### src/rtl/ap_ctrl_seq.sv
// Kernel control sequencer: launches N_CORES compute units, gathers their done pulses, drives ap_ctrl_hs outputs.
// Optional run-length counter enabled by defining AP_CTRL_PERF_EN; otherwise cycle_cnt_o is tied to zero.
module ap_ctrl_seq #(
    parameter int N_CORES   = 4,
    parameter int C_TIMEOUT = 0,
    parameter int C_TMO_W   = 32
) (
    input  logic               ap_clk,
    input  logic               ap_srst,
    input  logic               ap_start,
    input  logic               ap_start_pulse,
    output logic [N_CORES-1:0] core_start_o,
    input  logic [N_CORES-1:0] core_done_i,
    output logic               ap_done,
    output logic               ap_ready,
    output logic               ap_idle,
    output logic               timeout_o,
    output logic [31:0]        cycle_cnt_o
);

    typedef enum logic [1:0] {
        ST_IDLE,
        ST_LAUNCH,
        ST_RUN,
        ST_DONE
    } state_t;

    localparam bit                 WDOG_EN  = (C_TIMEOUT != 0);
    localparam logic [C_TMO_W-1:0] TMO_LAST = WDOG_EN ? C_TMO_W'(C_TIMEOUT - 1) : '0;

    state_t             state_q;
    state_t             state_d;
    logic [N_CORES-1:0] done_mask_q;
    logic [N_CORES-1:0] done_seen;
    logic [C_TMO_W-1:0] wdog_q;
    logic               all_done;
    logic               wdog_expire;
    logic [N_CORES-1:0] core_start_d;
    logic               ap_done_d;
    logic               ap_idle_d;

    // ap_start only qualifies the handshake upstream; the launch comes from ap_start_pulse.
    logic start_unused;
    assign start_unused = ap_start;

    // In LAUNCH only this cycle's dones count; the mask is rebuilt from scratch each run.
    assign done_seen   = (state_q == ST_RUN) ? (done_mask_q | core_done_i) : core_done_i;
    assign all_done    = &done_seen;
    assign wdog_expire = WDOG_EN && (state_q == ST_RUN) && !all_done && (wdog_q == TMO_LAST);

    always_ff @(posedge ap_clk) begin
        if (ap_srst) begin
            state_q <= ST_IDLE;
        end else begin
            state_q <= state_d;
        end
    end

    always_comb begin
        state_d = state_q;
        case (state_q)
            ST_IDLE:   if (ap_start_pulse) state_d = ST_LAUNCH;
            ST_LAUNCH: state_d = all_done ? ST_DONE : ST_RUN;
            ST_RUN:    if (all_done || wdog_expire) state_d = ST_DONE;
            ST_DONE:   state_d = ST_IDLE;
            default:   state_d = ST_IDLE;
        endcase
    end

    // Outputs are decoded from the next state so the registered copies line up with the state.
    always_comb begin
        core_start_d = (state_d == ST_LAUNCH) ? '1 : '0;
        ap_done_d    = (state_d == ST_DONE);
        ap_idle_d    = (state_d == ST_IDLE);
    end

    always_ff @(posedge ap_clk) begin
        if (ap_srst) begin
            done_mask_q  <= '0;
            wdog_q       <= '0;
            core_start_o <= '0;
            ap_done      <= 1'b0;
            ap_ready     <= 1'b0;
            ap_idle      <= 1'b1;
            timeout_o    <= 1'b0;
        end else begin
            core_start_o <= core_start_d;
            ap_done      <= ap_done_d;
            ap_ready     <= ap_done_d;
            ap_idle      <= ap_idle_d;
            case (state_q)
                ST_LAUNCH: begin
                    done_mask_q <= core_done_i;
                    wdog_q      <= '0;
                    timeout_o   <= 1'b0;
                end
                ST_RUN: begin
                    done_mask_q <= done_seen;
                    if (wdog_q != '1) wdog_q <= wdog_q + C_TMO_W'(1);
                    if (wdog_expire) timeout_o <= 1'b1;
                end
                ST_DONE: begin
                    done_mask_q <= '0;
                end
                default: begin
                end
            endcase
        end
    end

`ifdef AP_CTRL_PERF_EN
    logic [31:0] run_cnt_q;

    // Reported run length spans LAUNCH through DONE inclusive.
    always_ff @(posedge ap_clk) begin
        if (ap_srst) begin
            run_cnt_q   <= '0;
            cycle_cnt_o <= '0;
        end else begin
            case (state_q)
                ST_LAUNCH: run_cnt_q <= 32'd1;
                ST_RUN:    if (run_cnt_q != '1) run_cnt_q <= run_cnt_q + 32'd1;
                ST_DONE:   cycle_cnt_o <= (run_cnt_q == '1) ? run_cnt_q : run_cnt_q + 32'd1;
                default: begin
                end
            endcase
        end
    end
`else
    assign cycle_cnt_o = '0;
`endif

endmodule
### config.mk
export PLATFORM = sky130hd
export DESIGN_NAME = ap_ctrl_seq
export DESIGN_NICKNAME = d
export VERILOG_FILES = /design/src/rtl/ap_ctrl_seq.sv
export SDC_FILE = /design/constraint.sdc
export NUM_CORES = 1
export LEC_CHECK = 0
export BUFFER_PORTS_ARGS = -buffer_cell sky130_fd_sc_hd__buf_2
export CORE_UTILIZATION = 41
export CTS_BUF_LIST = sky130_fd_sc_hd__clkbuf_2 sky130_fd_sc_hd__clkbuf_4 sky130_fd_sc_hd__clkbuf_8
export CTS_CLUSTER_DIAMETER = 40
export DETAILED_ROUTE_END_ITERATION = 6
export HOLD_SLACK_MARGIN = 0.12
export PLACE_DENSITY = 0.78
export SYNTH_ARGS = -nofsm -noshare
export SYNTH_HDL_FRONTEND = slang
export SYNTH_SLANG_ARGS = --single-unit
### constraint.sdc
create_clock -name ap_clk -period 1.8 [get_ports ap_clk]
set_input_delay 0.09 -clock ap_clk [delete_from_list [all_inputs] [get_ports ap_clk]]
set_output_delay 0.09 -clock ap_clk [all_outputs]
set_load 0.005 [all_outputs]
==> flow_summary_export.csv, run 1 <==
group,metric,value,unit
cells_and_area,antennaDiodeCount,0,
die,io_pins,48,
setup_path,timing.critical_path.cells,"inv_1 -> ha_1 -> a21oi_1 -> a211o_1 -> o211a_1",
cells_and_area,finish.utilization,42.6,%
setup_path,worst-path-max-fanout,6,
die,core-area,1730,um2
placement,dpl.cell_count,123,
logic_synthesis,synthDistinctLibCells,21,
setup_path,data_arrival_time_of_the_critical_path,1.63,ns
die,dieHeight,44.9,um
drt,via_count,529,
die,effective_utilization_at_floorplan,43.7,%
clock_network,root_buffer,"clkbuf_4",
power,p_comb_share,36.1,%
sta,timing.final.max_slew_violations,0,
clock_network,cts_buffer_depth,2,
clock_network,cts_setup_buffers,0,
setup_path,timing.critical_path.slowest_cell_delay,0.35,ns
sta,clock_skew,0.00350,ns
drt,drt_pass_1_iters,3,
setup_path,required_time_worst_endpoint,1.96,ns
die,placementRows,15,
power,power.leakage,0.388,nW
die,die_area,2020,um2
sta,final.setup.tns,0,ns
setup_path,worst-path-buf-inv,1,
global_routing,number_of_global_route_vias_before_repair,418,
clock_network,worst_skew_pair.late_latency,0.27,ns
drt,dr_drc_count,0,
logic_synthesis,synthesis.yosys.warnings,0,
clock_network,htreeDepth,1,
power,cellInternalPower,0.447,mW
sta,whs,0.123,ns
power,peakVddDrop,0.345,mV
power,power.share.switching,35.7,%
clock_network,cts_inserted_buffers,3,
job,max_cap_violations,0,
power,power.clock.fraction,25.7,%
power,power,0.695,mW
placement,place.port_buffers,13,
logic_synthesis,netlist_area,754,um2
cells_and_area,flow.area_growth_from_synthesis,-2.49,%
logic_synthesis,synth_area_per_cell,8.38,um2
placement,routabilityCongestion,0.790,
setup_path,crit_path_top_delay_cell,"dfxtp_1",
die,chipWidth,44.9,um
clock_network,clk_pin_slew,0.06,ns
clock_network,cts_tree,"built",
drt,drt_iter0_markers,13,
setup_path,critical_path_class,"reg2reg",
setup_path,end_kind,"flip-flop",
sta,unrepaired_setup_endpoints_after_global_routing,"false",
cells_and_area,final_layout_size_suffix_gt1_share,19.4,%
cells_and_area,final_cell_count_no_fill,128,
global_routing,grt_first_pass_wirelength,1720,um
power,p_seq_share,38.1,%
clock_network,cts_resized,0,
clock_network,clock_sinks,9,
placement,dp.final_hpwl,926,um
sta,period_minus_slack,1.47,ns
sta,finalSetupViolCount,0,
sta,finalHoldViolations,0,
drt,drt-wirelength-per-cell,8.98,um
power,switching_power,0.248,mW
sta,timing_limited_maximum_frequency,680,MHz
hold_path,min_path_type,"in2reg",
logic_synthesis,ys_seq_elements,9,
setup_path,path_delay_family,"compound AO/OA/AOI/OAI gates",
drt,drt.antenna.violating_nets,0,
power,powerDensity,944,nW/um2
sta,final_min_period_over_clock_period,81.7,%
drt,viasPerCell,4.13,
logic_synthesis,syn_inst,90,
global_routing,antenna_found_initial,0,
logic_synthesis,seq_area_frac_synth,23.9,%
global_routing,grt.overflow.total,0,
global_routing,grtUsageTotal,12.3,%
drt,routed_wirelength,1150,um
cells_and_area,final_nets,117,
setup_path,start_kind,"flip-flop",
outcome,run_status,"complete, no violations",
global_routing,grt_max_degree,9,
logic make-up (layout without fill, tap and decap cells):
| group | after synthesis | count (layout) | synth area share, % |
|---|---|---|---|
| buf+inv | 45 | 26 | 41.0 |
| compound gates | 24 | 24 | 22.1 |
| flops | 9 | 9 | 23.9 |
| simple gates | 6 | 6 | 4.31 |
| fa+ha+maj | 5 | 5 | 8.29 |
| other cells | 1 | 33 | 0.497 |
what timing repair did:
action | in CTS | in global routing
endpoints found under the setup margin | 0 | 0
hold buffers | 1 | 0
endpoints found under the hold margin | 4 | 0
registers in the layout, indices dropped and copies added (netlist names):
signal / cells
ap_ready: 1
done_mask_q: 4
state_q: 2
ap_idle: 1
core_start_o: 1
power by group through the flow:
stage / Combinational [mW] / Clock (mW) / Sequential, mW
3_3_place_gp: 0.237 / 0 / 0.267
4_1_cts: 0.250 / 0.181 / 0.266
3_5_place_dp: 0.248 / 0 / 0.270
2_1_floorplan: 0.243 / 0 / 0.268
5_1_grt: 0.287 / 0.192 / 0.270
6_report: 0.251 / 0.179 / 0.265
worst register-to-register path, stage by stage, from the launching register on:
cell	delay, ns
dfxtp_1	0.35
inv_1	0.13
ha_1	0.22
a21oi_1	0.11
a211o_1	0.32
o211a_1	0.22
placed cells by master (no fill, tap or decap), drive strengths merged:
cell type / synthesis / final
conb: 1 / 33
buf: 38 / 14
dfxtp: 9 / 9
inv: 7 / 7
o21ai: 6 / 6
o211ai: 5 / 5
a21oi: 5 / 5
ha: 5 / 5
clkbuf: 0 / 4
nor2: 3 / 3
o22ai: 1 / 1
or3: 1 / 1
a41oi: 1 / 1
a211o: 1 / 1
o21a: 1 / 1
and2: 1 / 1
nand2: 1 / 1
a21o: 1 / 1
o41ai: 1 / 1
o32ai: 1 / 1
o211a: 1 / 1
dlygate4sd3: 0 / 1
worst paths after layout:
check / from / endpoint / slack [ns] / cells after the start
setup / recovery: state_q[0]$_SDFF_PP0_ / ap_idle$_SDFF_PP1_ / 0.33 / 5
hold / removal: core_done_i[2] / done_mask_q[2]$_SDFFE_PP0P_ / 0.12 / 3
setup reg to reg: state_q[0]$_SDFF_PP0_ / ap_idle$_SDFF_PP1_ / 0.33 / 5
hold reg to reg: done_mask_q[3]$_SDFFE_PP0P_ / done_mask_q[3]$_SDFFE_PP0P_ / 0.48 / 2
Yosys cell counts, drive strengths merged:
cell	n	area, um2
or3	1	11.3
inv	7	26.3
and2	1	6.26
conb	1	3.75
a211o	1	8.76
o21ai	6	30.0
dfxtp	9	180
o211ai	5	37.5
a21o	1	7.51
o32ai	1	8.76
o211a	1	10.0
nand2	1	3.75
o41ai	1	16.3
o21a	1	7.51
a21oi	5	25.0
a41oi	1	8.76
o22ai	1	6.26
ha	5	62.6
nor2	3	11.3
buf	38	283
metrics by stage:
| step | instance area [um2] | worst slack (ns) |
|---|---|---|
| CTS | 736 | 0.322 |
| floorplan | 875 | 0.413 |
| detailed placement | 696 | 0.331 |
| finish | 736 | 0.330 |
| global placement | 696 | 0.412 |
| global route | 736 | 0.237 |
area by class of cell:
class                      count  area, um2
clock buffer                   4       30.0
inverter                       7       26.3
fill                         175        991
timing repair buffer          15       82.6
tap                           25       31.3
sequential                     9        180
multi-input combinational     68        385
routing by layer:
metal	up-vias	global-route usage, %	share of wire [%]
met5	-	0	0
met4	0	7.27	2.0
met3	5	4.80	7.3
met2	22	22.6	53
met1	243	11.2	37
li1	259	-	-
(Power assumes the default switching activity.)
==> run 2: changes to the inputs <==
Settings changed: CORE_UTILIZATION 41 to 39, PLACE_DENSITY 0.78 to 0.77.
Clock period 1.8 ns to 1.3 ns, I/O delays scaled along.
==> run 2 against run 1 <==
Power increased by 60%. First-iteration DRC count decreased by 23%. Critical path type unchanged. Worst hold slack improved by 0.12 ns. Routed wire length increased by 22%. Clock skew increased by 0.00054 ns. Largest cell class unchanged. Non-clock buffer count increased by 10. The flow now finishes with violations (setup timing). Largest power group is now combinational logic. Cell count increased by 7.8%.
==> flow_summary_export.csv, run 2 (same netlist as run 1, synthesis figures left out) <==
group,metric,value,unit
setup_path,critical_path.reg2reg.endpoint,"ap_idle$_SDFF_PP1_",
setup_path,required_time_worst_endpoint,1.47,ns
sta,timing_limited_maximum_frequency,767,MHz
placement,dp.final_hpwl,1010,um
drt,drt_pass_1_iters,4,
sta,finalHoldViolations,0,
die,chipWidth,46.0,um
hold_path,number_of_cells_on_the_worst_hold_path,4,
power,powerDensity,1260,nW/um2
setup_path,start_kind,"flip-flop",
die,io_pins,48,
placement,place.port_buffers,13,
die,die_area,2110,um2
die,core-area,1760,um2
global_routing,number_of_global_route_vias_before_repair,473,
cells_and_area,final_layout_size_suffix_gt1_share,31.0,%
drt,routed_wirelength,1400,um
cells_and_area,layout.cells.most_common_list,"conb_1 (33), buf_2 (12), dfxtp_1 (7), buf_4 (7)",
sta,whs,0.239,ns
cells_and_area,antennaDiodeCount,0,
cells_and_area,flow.area_growth_from_synthesis,17.1,%
cells_and_area,largest_registers,"done_mask_q: 4 flops, state_q: 2 flops",
outcome,violations,"setup timing",
global_routing,grtUsageTotal,13.5,%
drt,via_count,578,
setup_path,reg2reg_setup_slack,-0.003,ns
power,power.leakage,0.439,nW
setup_path,critical_path_class,"reg2reg",
sta,clock_skew,0.00403,ns
drt,dr_drc_count,0,
setup_path,data_arrival_time_of_the_critical_path,1.47,ns
sta,finalSetupViolCount,1,
die,placementRows,15,
setup_path,end_kind,"flip-flop",
cells_and_area,largest_register_ff_count,4,
clock_network,worst_skew_pair.late_latency,0.28,ns
cells_and_area,final_nets,127,
cells_and_area,num-fill-cells,183,
clock_network,cts_buffer_depth,2,
clock_network,clk_pin_slew,0.07,ns
clock_network,cts_tree,"built",
setup_path,worstRegToRegCells,5,
cells_and_area,layout_commonest_cell,"conb_1",
hold_path,min_path_type,"in2reg",
sta,setup_ws,-0.00344,ns
hold_path,hold_path.startpoint,"ap_start_pulse",
clock_network,clock_sinks,9,
setup_path,worst-path-max-fanout,3,
drt,viasPerCell,4.19,
cells_and_area,largest-register,"done_mask_q",
setup_path,reg2reg_from,"state_q[1]$_SDFF_PP0_",
die,effective_utilization_at_floorplan,42.8,%
sta,unrepaired_setup_endpoints_after_global_routing,"true",
die,dieHeight,46.0,um
global_routing,grt_first_pass_wirelength,1910,um
global_routing,antenna_found_initial,0,
sta,final_min_period_over_clock_period,100,%
drt,drt-wirelength-per-cell,10.1,um
placement,routabilityCongestion,0.813,
clock_network,htreeDepth,1,
placement,preCtsSetupSlack,-0.0434,ns
drt,drt.antenna.violating_nets,0,
global_routing,grt_max_degree,7,
sta,timing.final.max_slew_violations,0,
outcome,run_status,"finished with violations",
drt,drt_iter0_markers,10,
job,max_cap_violations,0,
clock_network,root_buffer,"clkbuf_4",
sta,period_minus_slack,1.30,ns
hold_path,holdPathEnd,"core_start_o[2]$_SDFF_PP0_",
power,peakVddDrop,0.539,mV
clock_network,cts_inserted_buffers,3,
global_routing,grt.overflow.total,0,
==> run 2: critical path, stage by stage, from the launching register on <==
cell,delay (ns)
dfxtp_2,0.33
inv_2,0.10
ha_4,0.14
a41oi_2,0.13
a211o_1,0.28
o211a_1,0.21
==> run 2: repair_timing <==
| action | in CTS | in global routing |
|---|---|---|
| setup buffers | 1 | 0 |
| pin swaps | 1 | 3 |
| hold buffers | 5 | 0 |
| resized for setup | 8 | 4 |
| endpoints found under the hold margin | 4 | 0 |
| setup endpoints to repair | 3 | 5 |
==> run 2: worst max-delay path by stage <==
| stage | from | endpoint | slack, ns | cells after the start |
|---|---|---|---|---|
| global route | state_q[1]$_SDFF_PP0_ | ap_idle$_SDFF_PP1_ | -0.05 | 5 |
| floorplan | state_q[0]$_SDFF_PP0_ | ap_idle$_SDFF_PP1_ | 0.01 | 6 |
| detailed placement | state_q[0]$_SDFF_PP0_ | ap_idle$_SDFF_PP1_ | -0.04 | 5 |
| finish | state_q[1]$_SDFF_PP0_ | ap_idle$_SDFF_PP1_ | -0.003 | 5 |
| CTS | state_q[0]$_SDFF_PP0_ | core_start_o[2]$_SDFF_PP0_ | -0.01 | 4 |
| global placement | state_q[0]$_SDFF_PP0_ | ap_idle$_SDFF_PP1_ | -0.02 | 5 |
==> run 2: power breakdown <==
part | internal [mW] | switching [mW] | leakage (nW)
Combinational | 0.237 | 0.243 | 0.345
Sequential | 0.338 | 0.0394 | 0.0751
Clock | 0.140 | 0.112 | 0.0184
==> run 2: cell type report <==
type / instances / area [um2] / share of cell area (%)
clock buffers: 4 / 30.0 / 3.40
inverters: 7 / 28.8 / 3.26
multi-input cells: 68 / 434 / 49.2
flip-flops and latches: 9 / 185 / 21.0
well taps: 25 / 31.3 / 3.54
repair buffers: 25 / 174 / 19.7
==> run 2: through the flow <==
stage / setup TNS, ns / util [%] / instances / power, mW / cell area [um2]
floorplan: 0 / - / 122 / 0.726 / 892
global placement: -0.0199 / 42.2 / 128 / 0.750 / 744
detailed placement: -0.0653 / 42.2 / 128 / 0.770 / 744
CTS: -0.0145 / 48.8 / 138 / 1.08 / 861
global route: -0.111 / 50.1 / 138 / 1.19 / 883
finish: -0.00344 / 50.1 / 138 / 1.11 / 883
==> run 2: per-layer routing <==
layer | up-vias | GRT usage (%) | part of all wire, %
met5 | - | 0 | 0
met4 | 0 | 7.06 | 1.3
met3 | 4 | 4.76 | 6.6
met2 | 26 | 27.6 | 58
met1 | 264 | 10.6 | 34
li1 | 284 | - | -
